File: src/rtl/fuec_13_8_pkg.sv
// Shared types and code dimensions for the FUEC(13,8) receive path.
// Codeword layout is {parity[4:0], data[7:0]}.
package fuec_13_8_pkg;

    localparam int N = 13;
    localparam int K = 8;
    localparam int R = 5;

    typedef logic [N-1:0] codeword_t;
    typedef logic [K-1:0] data_t;
    typedef logic [R-1:0] syndrome_t;

    typedef struct packed {
        logic no_error;
        logic corrected;
        logic uncorr;
    } status_t;

endpackage

File: src/rtl/fuec_decoder_13_8.sv
// Combinational FUEC(13,8) decoder: odd-weight parity-check columns give single-error
// correction, and any even-weight nonzero syndrome (e.g. two flipped bits) is reported uncorrectable.
module fuec_decoder_13_8
    import fuec_13_8_pkg::*;
(
    input  codeword_t cw_i,
    output syndrome_t syn_o,
    output data_t     data_o,
    output logic      corrected_o,
    output logic      uncorr_o
);

    data_t     d;
    syndrome_t syn;
    codeword_t flip;

    assign d = cw_i[K-1:0];

    // Data columns: 07,0B,0D,0E,13,15,16,19; parity bit j has column (1 << j).
    assign syn[0] = cw_i[8]  ^ d[0] ^ d[1] ^ d[2] ^ d[4] ^ d[5] ^ d[7];
    assign syn[1] = cw_i[9]  ^ d[0] ^ d[1] ^ d[3] ^ d[4] ^ d[6];
    assign syn[2] = cw_i[10] ^ d[0] ^ d[2] ^ d[3] ^ d[5] ^ d[6];
    assign syn[3] = cw_i[11] ^ d[1] ^ d[2] ^ d[3] ^ d[7];
    assign syn[4] = cw_i[12] ^ d[4] ^ d[5] ^ d[6] ^ d[7];

    always_comb begin
        flip = '0;
        case (syn)
            5'h07:   flip[0]  = 1'b1;
            5'h0B:   flip[1]  = 1'b1;
            5'h0D:   flip[2]  = 1'b1;
            5'h0E:   flip[3]  = 1'b1;
            5'h13:   flip[4]  = 1'b1;
            5'h15:   flip[5]  = 1'b1;
            5'h16:   flip[6]  = 1'b1;
            5'h19:   flip[7]  = 1'b1;
            5'h01:   flip[8]  = 1'b1;
            5'h02:   flip[9]  = 1'b1;
            5'h04:   flip[10] = 1'b1;
            5'h08:   flip[11] = 1'b1;
            5'h10:   flip[12] = 1'b1;
            default: flip     = '0;
        endcase
    end

    assign syn_o       = syn;
    assign data_o      = d ^ flip[K-1:0];
    assign corrected_o = |flip;
    assign uncorr_o    = (syn != '0) && !(|flip);

endmodule

File: src/rtl/fuec_13_8_rx_pipe.sv
// Two-stage streaming FUEC(13,8) receiver with saturating error counters.
// Define FUEC_ERR_LOG_EN to add a sticky log of the first uncorrectable word.
module fuec_13_8_rx_pipe
    import fuec_13_8_pkg::*;
#(
    parameter int CNT_W       = 16,
    parameter int DROP_UNCORR = 0
) (
    input  logic             clk,
    input  logic             rst,
    input  logic             in_valid,
    output logic             in_ready,
    input  logic [N-1:0]     in_cw,
    output logic             out_valid,
    input  logic             out_ready,
    output logic [K-1:0]     out_data,
    output logic             out_no_error,
    output logic             out_corrected,
    output logic             out_uncorr,
    input  logic             clr_cnt,
    output logic [CNT_W-1:0] corr_cnt,
    output logic [CNT_W-1:0] uncorr_cnt
`ifdef FUEC_ERR_LOG_EN
    ,
    output logic             err_log_valid,
    output logic [R-1:0]     err_log_syn,
    output logic [N-1:0]     err_log_cw
`endif
);

    logic             v1_q, v1_d;
    codeword_t        cw1_q, cw1_d;
    logic             v2_q, v2_d;
    data_t            data2_q, data2_d;
    status_t          st2_q, st2_d;
    logic [CNT_W-1:0] corr_q, corr_d;
    logic [CNT_W-1:0] uncorr_q, uncorr_d;

    syndrome_t syn;
    data_t     dec_data;
    logic      dec_corr;
    logic      dec_unc;
    status_t   st1;

    logic adv1, adv2, xfer, drop, load2;

    fuec_decoder_13_8 u_dec (
        .cw_i        (cw1_q),
        .syn_o       (syn),
        .data_o      (dec_data),
        .corrected_o (dec_corr),
        .uncorr_o    (dec_unc)
    );

    assign st1.no_error  = (syn == '0);
    assign st1.corrected = dec_corr;
    assign st1.uncorr    = dec_unc;

    // Ready ripples back combinationally so a full pipe still moves every cycle.
    assign adv2     = !v2_q || out_ready;
    assign adv1     = !v1_q || adv2;
    assign in_ready = adv1;
    assign xfer     = v1_q && adv2;
    assign drop     = xfer && (DROP_UNCORR != 0) && st1.uncorr;
    assign load2    = xfer && !drop;

    always_comb begin
        v1_d     = v1_q;
        cw1_d    = cw1_q;
        v2_d     = v2_q;
        data2_d  = data2_q;
        st2_d    = st2_q;
        corr_d   = corr_q;
        uncorr_d = uncorr_q;

        if (adv1) begin
            v1_d = in_valid;
        end
        if (in_valid && adv1) begin
            cw1_d = in_cw;
        end

        if (adv2) begin
            v2_d = load2;
        end
        // An uncorrectable word is forwarded with its raw byte rather than a guessed fix.
        if (load2) begin
            data2_d = st1.uncorr ? cw1_q[K-1:0] : dec_data;
            st2_d   = st1;
        end

        if (clr_cnt) begin
            corr_d   = '0;
            uncorr_d = '0;
        end else begin
            if (xfer && st1.corrected && (corr_q != '1)) begin
                corr_d = corr_q + CNT_W'(1);
            end
            if (xfer && st1.uncorr && (uncorr_q != '1)) begin
                uncorr_d = uncorr_q + CNT_W'(1);
            end
        end
    end

    always_ff @(posedge clk or posedge rst) begin
        if (rst) begin
            v1_q     <= 1'b0;
            cw1_q    <= '0;
            v2_q     <= 1'b0;
            data2_q  <= '0;
            st2_q    <= '0;
            corr_q   <= '0;
            uncorr_q <= '0;
        end else begin
            v1_q     <= v1_d;
            cw1_q    <= cw1_d;
            v2_q     <= v2_d;
            data2_q  <= data2_d;
            st2_q    <= st2_d;
            corr_q   <= corr_d;
            uncorr_q <= uncorr_d;
        end
    end

    assign out_valid     = v2_q;
    assign out_data      = data2_q;
    assign out_no_error  = st2_q.no_error;
    assign out_corrected = st2_q.corrected;
    assign out_uncorr    = st2_q.uncorr;
    assign corr_cnt      = corr_q;
    assign uncorr_cnt    = uncorr_q;

`ifdef FUEC_ERR_LOG_EN
    logic      log_v_q, log_v_d;
    syndrome_t log_syn_q, log_syn_d;
    codeword_t log_cw_q, log_cw_d;

    // Sticky capture of the first uncorrectable word; a coincident clear takes priority.
    always_comb begin
        log_v_d   = log_v_q;
        log_syn_d = log_syn_q;
        log_cw_d  = log_cw_q;
        if (clr_cnt) begin
            log_v_d   = 1'b0;
            log_syn_d = '0;
            log_cw_d  = '0;
        end else if (xfer && st1.uncorr && !log_v_q) begin
            log_v_d   = 1'b1;
            log_syn_d = syn;
            log_cw_d  = cw1_q;
        end
    end

    always_ff @(posedge clk or posedge rst) begin
        if (rst) begin
            log_v_q   <= 1'b0;
            log_syn_q <= '0;
            log_cw_q  <= '0;
        end else begin
            log_v_q   <= log_v_d;
            log_syn_q <= log_syn_d;
            log_cw_q  <= log_cw_d;
        end
    end

    assign err_log_valid = log_v_q;
    assign err_log_syn   = log_syn_q;
    assign err_log_cw    = log_cw_q;
`endif

endmodule

File: config.mk
export PLATFORM = sky130hd
export DESIGN_NAME = fuec_13_8_rx_pipe
export DESIGN_NICKNAME = d
export VERILOG_FILES = /design/src/rtl/fuec_13_8_pkg.sv /design/src/rtl/fuec_decoder_13_8.sv /design/src/rtl/fuec_13_8_rx_pipe.sv
export SDC_FILE = /design/constraint.sdc
export NUM_CORES = 1
export LEC_CHECK = 0
export CORE_MARGIN = 5
export CORE_UTILIZATION = 57
export DETAILED_ROUTE_END_ITERATION = 16
export GPL_ROUTABILITY_DRIVEN = 0
export PLACE_DENSITY = 0.86
export RECOVER_POWER = 25
export REMOVE_ABC_BUFFERS = 1
export SETUP_SLACK_MARGIN = 0.5
export SYNTH_ARGS = -nofsm -noshare
export SYNTH_HDL_FRONTEND = slang
export SYNTH_HIERARCHICAL = 1
export SYNTH_SLANG_ARGS = --single-unit
export TNS_END_PERCENT = 10
File: constraint.sdc
create_clock -name clk -period 6.1 [get_ports clk]
set_clock_uncertainty 0.2 [all_clocks]
set_input_delay 1.525 -clock clk [delete_from_list [all_inputs] [get_ports clk]]
set_output_delay 1.525 -clock clk [all_outputs]
set_load 0.005 [all_outputs]
==> metrics.txt, run 1 <==
Critical-path top delay cell=dlygate4sd3_1; Die Wd=88.4 um; post-synthesis sequential area ratio=41.4%; HPWL Detailed=5640 um; commonest cells after routing, fill and taps aside=clkdlybuf4s50_1, dfrtp_1, nand2_1; drt initial violations=211; Max Fclk=214 MHz; post-CTS sizing=0; Initial Util=58.8%; delay-heaviest family, CP=buffers and inverters; dominant synthesized flop cell=dfrtp_1; first-pass GRT wire length=13400 um; CTS buffer count=9; CP max FO=3; actual slew at the worst max-slew pin=3.06 ns; Clock Root Buffer=clkbuf_8; Power Total=1710 uW; hold buffers post-CTS=0; number of global-route vias before repair=2801; drt wl/cell=16.1 um; Synth top area share=41.4%; num rows=28; clock sinks=58; PD cells=391 mW/mm^2; failing checks=max-capacitance violations, max-slew violations; H-tree levels=3; clock period minus worst slack=4.68 ns; RSZ-0062 raised after global routing=false; clk_lat worst skew=0.35 ns; clk buf depth=2; Post-synth ARST share=100%; leakage power figure=0.00175 uW; Hold Path End=out_uncorr; worst path cell trace=dlygate4sd3_1 > and2b_1 > nand2_1 > clkdlybuf4s50_1; DRC viols=0; Syn Inst Count=351; initial antenna violation count=0; GR Util All Layers=22.0%; most common cell after layout, fill and taps aside=clkdlybuf4s50_1; Synth-to-Final Area Change=25.1%; worst path buffer plus inverter count=2; Worst Path Required=4.38 ns; Ports=63; Nets=433; post-synth top area cell=dfrtp_1; Port Buffers=62; detail-routed via count per cell=6.08; Worst setup EP type=output port; vias=2998; CTS tree=done; fill count=438; EDFF count, synth=0; Crit Path Class=input port to output port; post-CTS setup buffers=0; Max VDD drop=0.308 mV; Synth Cell Area=0.00350 sq mm; FF+latch count, synth=58; Setup TNS=0 ns; gr ovfl total=0; HP Start=out_uncorr; final WL=7950 um; crit path DAT=2.95 ns; Reg2Reg Capture Point=uncorr_cnt[9]; layout cell share with drive strength beyond 1=13.6%; die area=0.00781 sq mm; Ys Warns=6; Max Cap Viol=1; Final setup viols=0; Final Hold Viols=0; Ant. Diodes=0; Hold WC Path Type=flop to flop; Post-DRT Antenna Nets=0; register area=0.00145 sq mm; Netlist cell types=54; Final Cycle Share=76.7%; R2R cell count=10; Worst slew margin=-104%; syn avg cell area=9.98 sq um; crit-path max cell delay=0.57 ns; Die Y=88.4 um; Hold Path Stages=2; critical path startpoint category=input port; max-slew violation count=59; Core Area=0.00596 sq mm; clock-pin slew on the worst setup and hold paths=0.07 ns; flop2flop setup slack=1.98 ns; largest net degree at the start of global routing=59; hold slack final=0.281 ns; Reg2Reg Launch Point=cw1_q[7]; DR pass1 iterations=6; top cells by area, synth=dfrtp_1, mux2_2, nand2_1, xnor2_1, mux2i_1; status=finished, violations left; Multi-input gate area=0.00195 sq mm
==> Yosys cell counts (7+ instances only) <==
library cell,number
dfrtp_1,58
nand2_1,34
mux2_2,22
a21oi_1,19
nor2_1,18
nand3_1,16
o21ai_0,13
xnor2_1,13
nand4_1,12
nor4_1,12
o31ai_1,12
or4_1,12
mux2i_1,11
nor2b_1,9
xor2_1,9
clkbuf_1,7
or3_1,7
==> cells by family after synthesis <==
group	after synthesis	synth area share [%]
and+or+nand+nor	148	23.8
muxes	33	10.2
xor gates and xnor gates	30	10.5
AOI/OAI and AO/OA	58	10.6
adders and majority gates	2	0.714
buffers and inverters	22	2.79
DFF	58	41.4
==> tightest hold or removal path, cell delays in order, from the launching register on <==
cell     delay, ns
dfrtp_1       0.34
nand2_1       0.05
nand2_1       0.06
==> final cells by class <==
cell class / instances / area share [%]
repair buffers: 65 / 14.6
clock inverters: 4 / 1.14
inverters: 8 / 0.857
flip-flops and latches: 58 / 33.1
multi-input cells: 271 / 44.6
clock buffers: 12 / 3.54
well taps: 75 / 2.14
==> state kept, by name, summed over array words and instances (netlist names) <==
name and cells:
cw1_q 13, out_data 8, out_corrected 1, out_no_error 1, uncorr_cnt 16, corr_cnt 16
v1_q 1, out_valid 1, out_uncorr 1
==> power by group <==
part           switching [uW]  leakage (uW)  internal [uW]
Sequential               51.8      0.000756            441
Clock                     156     0.0000986            210
Combinational             452      0.000899            402
Total                     659       0.00175           1050
==> per-stage QoR <==
step | util, % | cells | area, sq um | setup slack, ns
detailed placement | 70.2 | 477 | 4180 | 1.52
floorplan | - | 337 | 3440 | 1.80
CTS | 73.6 | 493 | 4390 | 1.50
global route | 73.6 | 493 | 4380 | 0.782
finish | 73.6 | 493 | 4380 | 1.42
global placement | 70.2 | 477 | 4180 | 1.52
==> routing by layer <==
metal | GRT usage, % | wire, um
met1 | 28.9 | 3400
met2 | 35.8 | 3900
met3 | 4.66 | 505
met4 | 8.65 | 145
met5 | 0 | 0
==> how the worst max path moves through the flow <==
stage	startpoint	end	slack (ns)	depth (start not counted)
global route	rst	uncorr_cnt[12]	0.78	3
detailed placement	out_ready	in_ready	1.52	4
finish	out_ready	in_ready	1.42	4
floorplan	cw1_q[7]	uncorr_cnt[9]	1.80	10
CTS	out_ready	in_ready	1.50	4
global placement	out_ready	in_ready	1.52	4
Power figures use the tool's default switching activity.
==> inputs of run 2 (changes only) <==
Settings changed: CORE_UTILIZATION 57 to 53, PLACE_DENSITY 0.86 to 0.8.
Clock period 6.1 ns to 4.72 ns, I/O delays scaled along.
==> run 2 against run 1 <==
Net effect:
- the run still ends with max-capacitance violations, max-slew violations left
- global-route usage down 2.7 points
- final cell count grew 0.41%
- core utilization down 3.6 points
- critical path type is now flop to flop
- largest power group unchanged
==> metrics.txt, run 2 (synthesized netlist as in run 1, its figures left out) <==
Max Cap Viol=1; hold slack final=0.283 ns; area of placed instances=0.00418 sq mm; RSZ-0062 raised after global routing=true; final instance area=0.00447 sq mm; failing checks=max-capacitance violations, max-slew violations; commonest cells after routing, fill and taps aside=clkdlybuf4s50_1, dfrtp_1, nand2_1; drt wl/cell=16.2 um; Final Hold Viols=0; Core Area=0.00639 sq mm; Crit Path Class=flop to flop; critical path startpoint category=flop; actual slew at the worst max-slew pin=1.56 ns; Critical Path Start=cw1_q[1]; Ant. Diodes=0; final WL=8000 um; CTS tree=done; Reg2Reg Launch Point=cw1_q[1]; Worst Path Required=4.75 ns; hold buffers post-CTS=0; DR pass1 iterations=4; die area=0.00834 sq mm; R2R cell count=10; Worst setup EP type=flop; Ports=63; clock period minus worst slack=4.02 ns; Reg2Reg Capture Point=uncorr_cnt[13]; fill count=482; Hold Path End=out_data[1]; Setup TNS=0 ns; Final Cycle Share=85.2%; Initial Util=54.9%; GR Util All Layers=19.3%; PD cells=527 mW/mm^2; drt initial violations=146; clk_lat worst skew=0.34 ns; layout cell share with drive strength beyond 1=14.4%; Die Wd=91.3 um; max-slew violation count=29; num rows=29; HPWL Detailed=5860 um; number of global-route vias before repair=2745; Hold WC Path Type=flop to flop; Port Buffers=62; DRC viols=0; status=finished, violations left; Die Y=91.3 um; CP max FO=10; post-CTS setup buffers=0; most common cell after layout, fill and taps aside=clkdlybuf4s50_1; Max Fclk=249 MHz; Hold Path Stages=2; gr ovfl total=0; CTS buffer count=9; Synth-to-Final Area Change=27.5%; largest net degree at the start of global routing=32; Power Total=2350 uW; Final setup viols=0; vias=2949; initial antenna violation count=0; H-tree levels=3; flop2flop setup slack=0.70 ns; clock sinks=58; Nets=433; HP Start=out_data[1]; clock-pin slew on the worst setup and hold paths=0.07 ns; crit path DAT=4.05 ns; detail-routed via count per cell=5.96; clk buf depth=2; first-pass GRT wire length=13200 um; Clock Root Buffer=clkbuf_8; Worst slew margin=-3.69%; leakage power figure=0.00180 uW; Post-DRT Antenna Nets=0; Max VDD drop=0.340 mV
-- run 2: cell count changes in the layout (fill, tap and decap cells not counted), sizes merged --
cell	change
clkbuf	-1
inv	+1
clkinvlp	-2
clkdlybuf4s50	-1
bufinv	+2
dlygate4sd3	+1
-- run 2: worst max path at each step --
| stage | slack [ns] | cells after the start | endpoint |
|---|---|---|---|
| floorplan | 0.42 | 10 | uncorr_cnt[9] |
| global placement | 0.80 | 10 | uncorr_cnt[9] |
| detailed placement | 0.66 | 10 | uncorr_cnt[15] |
| CTS | 0.58 | 10 | uncorr_cnt[13] |
| finish | 0.70 | 10 | uncorr_cnt[13] |
| global route | 0.39 | 3 | corr_cnt[3] |
-- run 2: worst max-delay path, cell delays in order (launching register included) --
cell	delay [ns]
dfrtp_1	0.46
xnor2_2	0.36
xor3_2	0.53
and2_4	0.21
a211oi_2	0.20
o21ai_1	0.09
a2111oi_2	0.40
and2_1	0.25
nand4_1	0.37
nor4_1	0.46
mux2_2	0.38
-- run 2: layer usage --
layer,global-route usage (%),vias to the layer above,routed length (um)
met3,3.39,11,416
met1,24.3,1424,3400
met4,8.44,0,128
met5,0,-,0
li1,-,1426,-
met2,32.6,88,4050
-- run 2: through the flow --
stage,setup slack [ns],std cells,utilization (%)
final,0.697,495,70.0
after global routing,0.395,495,70.0
after CTS,0.579,495,69.4
after detailed placement,0.658,479,65.5
after global placement,0.802,479,65.5
after floorplan,0.424,337,-
-- run 2: cell type report --
type                    instances  area (sq um)  area share [%]
well taps                      77          96.3            2.16
clock buffers                  11           151            3.39
repair buffers                 65           639            14.3
inverters                       8          37.5           0.840
multi-input cells             271          1990            44.6
flip-flops and latches         58          1450            32.5
clock inverters                 5           100            2.24
-- run 2: what timing repair did --
action	4_1_cts	5_1_grt
setup endpoints to repair	0	11
endpoints found under the hold margin	0	0
gates resized for setup	0	4
-- run 2: power breakdown --
group,leakage [uW],internal (uW),switching (uW)
clock network,0.000129,378,204
registers,0.000756,569,61.9
logic,0.000913,536,604
total,0.00180,1480,871
